### config.mk
export PLATFORM = sky130hd
export DESIGN_NAME = wrr_scheduler_flat
export DESIGN_NICKNAME = d
export VERILOG_FILES = /design/src/rtl/sched_pkg.sv /design/src/rtl/wrr_scheduler_if.sv /design/src/rtl/rr_priority_pick.sv /design/src/rtl/wrr_scheduler.sv /design/src/flat_wrapper.sv
export SDC_FILE = /design/constraint.sdc
export NUM_CORES = 1
export LEC_CHECK = 0
export CORE_UTILIZATION = 34
export CTS_BUF_LIST = sky130_fd_sc_hd__clkbuf_16
export CTS_CLUSTER_SIZE = 8
export DETAILED_ROUTE_END_ITERATION = 10
export GPL_ROUTABILITY_DRIVEN = 1
export GPL_TIMING_DRIVEN = 0
export HOLD_SLACK_MARGIN = 0.1
export PLACE_DENSITY_LB_ADDON = 0.2
export SYNTH_ARGS = -nofsm -noshare
export SYNTH_HDL_FRONTEND = slang
export SYNTH_HIERARCHICAL = 1
export SYNTH_SLANG_ARGS = --single-unit
### constraint.sdc
create_clock -name clk -period 3.1 [get_ports clk]
set_clock_uncertainty 0.1 [all_clocks]
set_input_delay 0.62 -clock clk [delete_from_list [all_inputs] [get_ports clk]]
set_output_delay 0.62 -clock clk [all_outputs]
set_load 0.01 [all_outputs]
### src/rtl/sched_pkg.sv
// Shared constants and width helpers for the weighted round-robin scheduler.
package sched_pkg;
  localparam int MODE_RR  = 0;
  localparam int MODE_WRR = 1;

  function automatic int sel_width(input int n);
    return (n <= 1) ? 1 : $clog2(n);
  endfunction

  // A burst counter never needs more range than the weight field feeding it.
  function automatic int credit_width(input int weight_width);
    return weight_width;
  endfunction
endpackage

### src/rtl/wrr_scheduler_if.sv
// Producer-side and consumer-side handshake bundle of the scheduler.
interface wrr_scheduler_if
  import sched_pkg::*;
#(
  parameter int DATA_WIDTH   = 16,
  parameter int N_INPUTS     = 4,
  parameter int WEIGHT_WIDTH = 4
);
  localparam int SEL_W = sel_width(N_INPUTS);

  logic [DATA_WIDTH*N_INPUTS-1:0]   r_in;
  logic [N_INPUTS-1:0]              in_valid;
  logic [N_INPUTS-1:0]              in_ready;
  logic [WEIGHT_WIDTH*N_INPUTS-1:0] weights;
  logic [DATA_WIDTH-1:0]            data_out;
  logic                             out_valid;
  logic                             out_ready;
  logic [SEL_W-1:0]                 out_sel;

  modport master (
    output r_in, in_valid, weights, out_ready,
    input  in_ready, data_out, out_valid, out_sel
  );
  modport slave (
    input  r_in, in_valid, weights, out_ready,
    output in_ready, data_out, out_valid, out_sel
  );
endinterface

### src/rtl/rr_priority_pick.sv
// Rotating priority encoder: first set request at or after start, wrapping at N.
module rr_priority_pick
  import sched_pkg::*;
#(
  parameter int N = 4,
  localparam int SEL_W = sel_width(N)
) (
  input  logic [N-1:0]     req,
  input  logic [SEL_W-1:0] start,
  output logic [SEL_W-1:0] gnt,
  output logic             gnt_vld
);
  logic [SEL_W:0] idx;

  // One extra bit holds start+k before the wrap, so non-power-of-2 N wraps exactly.
  always_comb begin
    gnt     = '0;
    gnt_vld = 1'b0;
    idx     = '0;
    for (int k = 0; k < N; k++) begin
      idx = {1'b0, start} + (SEL_W+1)'(k);
      if (idx >= (SEL_W+1)'(N)) idx = idx - (SEL_W+1)'(N);
      if (!gnt_vld && req[idx[SEL_W-1:0]]) begin
        gnt_vld = 1'b1;
        gnt     = idx[SEL_W-1:0];
      end
    end
  end
endmodule

### src/rtl/wrr_scheduler.sv
// Work-conserving (weighted) round-robin scheduler with a registered, back-pressurable output.
module wrr_scheduler
  import sched_pkg::*;
#(
  parameter int DATA_WIDTH   = 16,
  parameter int N_INPUTS     = 4,
  parameter int WEIGHT_WIDTH = 4,
  parameter int MODE         = MODE_RR
) (
  input logic          clk,
  input logic          rst,
  wrr_scheduler_if.slave bus
);
  localparam int SEL_W  = sel_width(N_INPUTS);
  localparam int CRED_W = credit_width(WEIGHT_WIDTH);
  localparam logic [SEL_W-1:0] LAST = SEL_W'(N_INPUTS-1);

  logic [N_INPUTS-1:0][DATA_WIDTH-1:0]   lane_data;
  logic [N_INPUTS-1:0][WEIGHT_WIDTH-1:0] lane_wt;
  logic [SEL_W-1:0]      ptr, gnt, nxt, sel_q;
  logic [CRED_W-1:0]     credit, eff_w;
  logic [DATA_WIDTH-1:0] data_q;
  logic                  vld_q, gnt_vld, load, xfer, burst_start;

  assign lane_data = bus.r_in;
  assign lane_wt   = bus.weights;

  rr_priority_pick #(.N(N_INPUTS)) u_pick (
    .req     (bus.in_valid),
    .start   (ptr),
    .gnt     (gnt),
    .gnt_vld (gnt_vld)
  );

  assign load        = !vld_q || bus.out_ready;
  assign xfer        = gnt_vld && load && !rst;
  assign nxt         = (gnt == LAST) ? '0 : gnt + 1'b1;
  assign eff_w       = (lane_wt[gnt] == '0) ? CRED_W'(1) : lane_wt[gnt];
  // Any grant away from ptr abandons the old burst and starts a fresh one.
  assign burst_start = (credit == '0) || (gnt != ptr);

  always_comb begin
    bus.in_ready = '0;
    if (xfer) bus.in_ready[gnt] = 1'b1;
  end

  assign bus.data_out  = data_q;
  assign bus.out_valid = vld_q;
  assign bus.out_sel   = sel_q;

  always_ff @(posedge clk or posedge rst) begin
    if (rst) begin
      ptr    <= '0;
      credit <= '0;
      vld_q  <= 1'b0;
      data_q <= '0;
      sel_q  <= '0;
    end else begin
      if (xfer) begin
        data_q <= lane_data[gnt];
        sel_q  <= gnt;
        vld_q  <= 1'b1;
      end else if (bus.out_ready) begin
        vld_q  <= 1'b0;
      end
      if (xfer) begin
        if (MODE == MODE_WRR) begin
          if (burst_start) begin
            credit <= eff_w - 1'b1;
            ptr    <= (eff_w == CRED_W'(1)) ? nxt : gnt;
          end else begin
            credit <= credit - 1'b1;
            ptr    <= (credit == CRED_W'(1)) ? nxt : ptr;
          end
        end else begin
          ptr <= nxt;
        end
      end
    end
  end
endmodule

### src/flat_wrapper.sv
// flat-port wrapper written by rule: the top's interface ports become plain ports
module wrr_scheduler_flat import sched_pkg::*;
#(
  parameter int DATA_WIDTH   = 16,
  parameter int N_INPUTS     = 4,
  parameter int WEIGHT_WIDTH = 4,
  parameter int MODE         = MODE_RR
)
  (clk, rst, bus_r_in, bus_in_valid, bus_weights, bus_out_ready, bus_in_ready, bus_data_out, bus_out_valid, bus_out_sel);
  wrr_scheduler_if #(.DATA_WIDTH(DATA_WIDTH), .N_INPUTS(N_INPUTS), .WEIGHT_WIDTH(WEIGHT_WIDTH)) bus_i ();
  input logic clk;
  input logic rst;
  input wire logic [$bits(bus_i.r_in)-1:0] bus_r_in;
  input wire logic [$bits(bus_i.in_valid)-1:0] bus_in_valid;
  input wire logic [$bits(bus_i.weights)-1:0] bus_weights;
  input wire logic [$bits(bus_i.out_ready)-1:0] bus_out_ready;
  output wire logic [$bits(bus_i.in_ready)-1:0] bus_in_ready;
  output wire logic [$bits(bus_i.data_out)-1:0] bus_data_out;
  output wire logic [$bits(bus_i.out_valid)-1:0] bus_out_valid;
  output wire logic [$bits(bus_i.out_sel)-1:0] bus_out_sel;
  assign bus_i.r_in = bus_r_in;
  assign bus_i.in_valid = bus_in_valid;
  assign bus_i.weights = bus_weights;
  assign bus_i.out_ready = bus_out_ready;
  assign bus_in_ready = bus_i.in_ready;
  assign bus_data_out = bus_i.data_out;
  assign bus_out_valid = bus_i.out_valid;
  assign bus_out_sel = bus_i.out_sel;
  wrr_scheduler #(.DATA_WIDTH(DATA_WIDTH), .N_INPUTS(N_INPUTS), .WEIGHT_WIDTH(WEIGHT_WIDTH), .MODE(MODE)) u_core (.clk(clk), .rst(rst), .bus(bus_i));
endmodule
# Yosys cells after proc, flatten, opt, wreduce, memory -nomap -nowiden
# Cells that the tools add are included.
[totals] register_bits=21 input_bits=87 output_inout_bits=23
[op_classes] n_addsub=8 n_lt_le_gt_ge=10 eq_ne=1 muxes=28 reduce_logical=13
[op_table] operator="binary-select mux 16 bit (select 2 bit)" count=1
[op_table] operator="2-to-1 mux 2 bit" count=9
[op_table] operator="2-to-1 mux 16 bit" count=1
[op_table] operator="less-than comparator 2 x 3 -> 1 bit, second input constant" count=5
[op_table] operator="2-to-1 mux 1 bit" count=11
[op_table] operator="greater-or-equal comparator 3 bit, second input constant" count=3
[op_table] operator="binary-select mux 1 bit (select 2 bit)" count=4
[op_table] operator="subtractor 2 x 1 -> 2 bit, second input constant" count=4
[op_table] operator="adder 2 x 2 -> 3 bit, second input constant" count=2
[op_table] operator="logical AND 1 bit" count=6
[op_table] operator="zero test 1 bit" count=5
[op_table] operator="2-to-1 mux 4 bit" count=1
[op_table] operator="adder 2 x 1 -> 3 bit, second input constant" count=1
[op_table] operator="greater-or-equal comparator 2 x 3 -> 1 bit, second input constant" count=1
[op_table] operator="adder 2 x 1 -> 2 bit, second input constant" count=1
[op_table] operator="demux 1 bit (select 2 bit)" count=1
[op_table] operator="equality test 2 bit, second input constant" count=1
[op_table] operator="greater-or-equal comparator 2 x 1 -> 1 bit, second input constant" count=1
[op_table] operator="nonzero test 2 bit" count=1
[op_table] operator="logical OR 1 bit" count=1

# Longest topological paths before layout
[depth] ltp_word=19 depth_mapped=8

# By module
# The synthesis kept the hierarchy.
[modules_own_cells] module="wrr_scheduler" instances=1 cells_each=80 area_per_inst_um2=1340.0 seq_area_each_um2=525.5
[modules_own_cells] module="rr_priority_pick" instances=1 cells_each=15 area_per_inst_um2=77.6 seq_area_each_um2=0.0

# Least setup slack after synthesis
# Ideal clock, no wire load.
[synth_path] path_type="input to output" start="input bus_in_valid[1]" end="output bus_in_ready[0]" arrival_time_ns=1.949 t_required_ns=2.380 slack_ns=0.431 path_stages=8 path_buffers=2 cell_sequence="inv_1 -> a221o_1 -> a21oi_1 -> buf_6 -> buf_12 -> inv_1 -> ha_1 -> and2_1"
[synth_via] elab_chain_cells=17 word_cells_on_any_way=30
[synth_lines] item="start: declaration" line_no="flat_wrapper.sv:14" rtl="input wire logic [$bits(bus_i.in_valid)-1:0] bus_in_valid;"
[synth_lines] item="binary-select mux 1 bit (select 2 bit)" line_no="rr_priority_pick.sv:23" rtl="if (!gnt_vld && req[idx[SEL_W-1:0]]) begin"
[synth_lines] item="2-to-1 mux 1 bit (implied by the code)" line_no="rr_priority_pick.sv:23"
[synth_lines] item="2-to-1 mux 1 bit" line_no="rr_priority_pick.sv:23"
[synth_lines] item="zero test 1 bit" line_no="rr_priority_pick.sv:23"
[synth_lines] item="logical AND 1 bit" line_no="rr_priority_pick.sv:23"
[synth_lines] item="2-to-1 mux 1 bit" line_no="rr_priority_pick.sv:23"
[synth_lines] item="zero test 1 bit" line_no="rr_priority_pick.sv:23"
[synth_lines] item="logical AND 1 bit" line_no="rr_priority_pick.sv:23"
[synth_lines] item="[... 2 more ...]"
[synth_lines] item="logical AND 1 bit" line_no="rr_priority_pick.sv:23"
[synth_lines] item="2-to-1 mux 2 bit *" line_no="rr_priority_pick.sv:23"
[synth_lines] item="via u_core.gnt[0]" line_no="wrr_scheduler.sv:20" rtl="logic [SEL_W-1:0] ptr, gnt, nxt, sel_q;"
[synth_lines] item="less-than comparator 2 x 3 -> 1 bit or greater-or-equal comparator 2 x 1 -> 1 bit (tied branches)"
[synth_lines] item="logical AND 1 bit (implied by the code)" line_no="wrr_scheduler.sv:44" rtl="if (xfer) bus.in_ready[gnt] = 1'b1;"
[synth_lines] item="2-to-1 mux 1 bit (implied by the code)" line_no="wrr_scheduler.sv:44"
[synth_lines] item="demux 1 bit (select 2 bit) *"
[synth_lines] item="2-to-1 mux 4 bit *" line_no="wrr_scheduler.sv:44"
[synth_lines] item="end: declaration" line_no="flat_wrapper.sv:17" rtl="output wire logic [$bits(bus_i.in_ready)-1:0] bus_in_ready;"
# Mark *: on every way through the listed nets, which the timed path passes. The rest lies on a longest branch. The select of a mux whose other input is x is not followed.

# Worst setup path after layout
[layout_path] start="input bus_in_valid[0]" end="output bus_in_ready[0]"
# Same word-level chain as after synthesis.

==> results.json <==
{
  "min_period_over_period_pct": 96.7,
  "p_int_mw": 1.26,
  "final_cell_mix": "clkdlybuf4s50_1 (85), dfrtp_1 (21), mux2_2 (13), inv_1 (9), mux4_1 (9)",
  "final_area_um2": 2550,
  "grt-busiest-layer": "met2",
  "avgSynthCellArea_um2": 14.9,
  "core_area_um2": 4000,
  "syn_nets": 186,
  "ir_drop_mv": 0.327,
  "cp_max_fo": 10,
  "cp.arrival_ns": 2.28,
  "hold_end": "u_core/bus.data_out[2]",
  "placed_area_um2": 2410,
  "p_leak_nw": 1.10,
  "routed_wl_um": 3520,
  "hp-class": "reg2reg",
  "diodes": 0,
  "die_h_um": 66.6,
  "grt_antenna_before_repair": 0,
  "dieWidth_um": 66.6,
  "swShare_pct": 29.9,
  "r2r_cells": 8,
  "grt_start_max_net_pins": 22,
  "path_clk_slew_ns": 0.06,
  "mostFrequentLayoutCell": "clkdlybuf4s50_1",
  "drt_iter0_drc": 18,
  "met3_usage_pct": 4.28,
  "crit_required_ns": 2.38,
  "nFillCells": 290,
  "synth_area_leader_cell": "dfrtp_1",
  "cts_made_buffers": 3,
  "fmaxAchievable_mhz": 334,
  "hpwlAfterDp_um": 2740,
  "die-area_um2": 4430,
  "criticalPathCategory": "in2out",
  "pwr_density_cell_nw_per_um2": 703,
  "synth_top_area_share_pct": 37.1,
  "post-route-util_pct": 63.7,
  "ys_types": 20,
  "cts.htree.levels": 1,
  "rsz0062_at_grt": "false",
  "slew_viol_final": 0,
  "ys_warn_count": 6,
  "track_usage_pct": 16.1,
  "grt_pass1_wl_um": 5280,
  "clock_path_buffers": 2,
  "routedWlPerCell_um": 14.2,
  "clkPwrFrac_pct": 15.0,
  "start_util_pct": 35.4,
  "crit_chain": "dlygate4sd2_1 -> a21oi_1 -> o21ai_1 -> a21oi_2 -> buf_6 -> buf_6 -> inv_1 -> ha_1 -> and2_1 -> dlygate4sd2_1",
  "seq_area_um2": 526,
  "area_delta_synth_final_pct": 79.7,
  "cp-start-kind": "input pin",
  "synth.cell_area_um2": 1420,
  "cp-end-kind": "primary output",
  "p_sw_mw": 0.535,
  "num_vias": 1238,
  "clk_latency_ns": 0.25,
  "drt-vias-per-instance": 5.01,
  "clock-sinks": 21,
  "cp_slowest_cell": "dlygate4sd2_1",
  "cpPeakStageDelay_ns": 0.28,
  "worst_pin_slew_ns": 0.813,
  "port_buffers": 93,
  "seq_power_share_pct": 27.3,
  "setup_viol": 0,
  "netlist_instances": 95,
  "grt.overflow.total": 0,
  "max_cap_violations": 0,
  "gp_congestion": 0.762,
  "r2r-start": "u_core/ptr[0]",
  "met2_usage_pct": 31.9,
  "period_needed_ns": 3.00,
  "grt_pass1_vias": 1168,
  "hold_violations": 0,
  "combPwrFrac_pct": 57.7,
  "rows": 23,
  "seq_area_frac_synth_pct": 37.1,
  "reg2reg_slack_ns": 0.50,
  "status": "completed",
  "hold_depth": 1,
  "grtUsageMet1_pct": 16.6,
  "drcViolationCount": 0,
  "fin_nets": 289,
  "multiInputGateArea_um2": 818,
  "cts_tree": "yes",
  "r2r-end": "u_core/bus.data_out[7]",
  "ys_ff_latch": 21,
  "relSlewSlack_pct": 45.8,
  "worstHoldStart": "u_core/bus.data_out[2]",
  "synthTopCellsByArea": "dfrtp_1 (37%), mux4_1 (17%), mux4_2 (11%), mux2_2 (10%), mux2_4 (7.4%)",
  "dr.pass1.iters": 4,
  "num_io_pins": 110,
  "ant_nets": 0,
  "drive_above_1_share_pct": 23.4,
  "cts_root_buffer": "clkbuf_16"
}
==> critical path, delay by kind of cell <==
family	cells	cell delay, ns
adder cells (fa/ha/maj)	1	0.18
AND/OR/NAND/NOR	1	0.13
buffers and inverters	5	0.88
AO/OA/AOI/OAI	3	0.47
==> power by group through the flow <==
stage          logic (mW)  registers (mW)  clock network [mW]
4_1_cts              1.04           0.490               0.278
3_5_place_dp         1.01           0.494                   0
6_report             1.03           0.488               0.270
5_1_grt              1.10           0.511               0.295
3_3_place_gp        0.985           0.485                   0
2_1_floorplan       0.507           0.542                   0
==> logic make-up after synthesis <==
family,synth area share [%]
compound gates,4.06
fa+ha+maj,3.53
buf+inv,6.27
flops,37.1
mux,45.5
simple gates,3.53
==> repair_timing <==
item	4_1_cts	5_1_grt
pin swaps	3	3
resized for setup	15	3
hold endpoints to repair	0	0
setup buffers	5	1
hold buffers	0	0
endpoints found under the setup margin	4	3
==> how the worst max path moves through the flow <==
stage,startpoint,end,slack [ns],cells after the start
6_report,bus_in_valid[0],bus_in_ready[0],0.10,10
5_1_grt,bus_in_valid[0],bus_in_ready[1],0.008,10
4_1_cts,bus_in_valid[2],bus_in_ready[2],0.007,8
3_5_place_dp,bus_in_valid[1],bus_in_ready[2],-0.74,10
3_3_place_gp,bus_in_valid[1],bus_in_ready[0],-0.66,10
2_1_floorplan,bus_in_valid[1],bus_in_ready[0],0.43,8
==> through the flow <==
stage | power, mW | setup WS, ns | hold WS, ns | TNS, ns | cells
floorplan | 1.05 | 0.431 | 0.438 | 0 | 95
global placement | 1.47 | -0.664 | 0.391 | -2.78 | 238
detailed placement | 1.50 | -0.743 | 0.393 | -4.06 | 238
CTS | 1.81 | 0.00731 | 0.411 | 0 | 246
global route | 1.91 | 0.00822 | 0.426 | 0 | 247
finish | 1.79 | 0.102 | 0.408 | 0 | 247
==> registers in the layout, summed over array words and instances (netlist names) <==
signal	cells
u_core/bus.out_sel	2
u_core/bus.data_out	16
u_core/bus.out_valid	1
u_core/ptr	2
==> cells in the mapped netlist <==
library cell   n
mux4_1         9
buf_6          1
a21oi_1        4
mux4_2         7
a221o_1        1
nor2_1         2
inv_2          1
o21ai_0        2
a21oi_2        1
dfrtp_1       21
buf_12         1
o221ai_1       1
mux2_2        13
mux2_4         7
and2_1         4
ha_1           4
buf_2          4
nand2b_1       2
nand3_1        1
inv_1          9
==> area by class of cell <==
type	instances	share of cell area, %
Clock buffer	3	2.95
Inverter	10	1.47
Clock inverter	1	0.196
Timing Repair Buffer	99	38.2
Multi-Input combinational cell	58	32.1
Sequential cell	21	20.6
Buffer	5	1.96
Tap cell	50	2.46
==> layer usage <==
layer / part of all wire, % / vias up / routed length [µm]
li1: - / 570 / -
met1: 37 / 601 / 1290
met2: 53 / 65 / 1860
met3: 10 / 2 / 361
met4: 0.28 / 0 / 10
met5: 0 / - / 0
No activity file was read; power rests on OpenSTA's default activity.
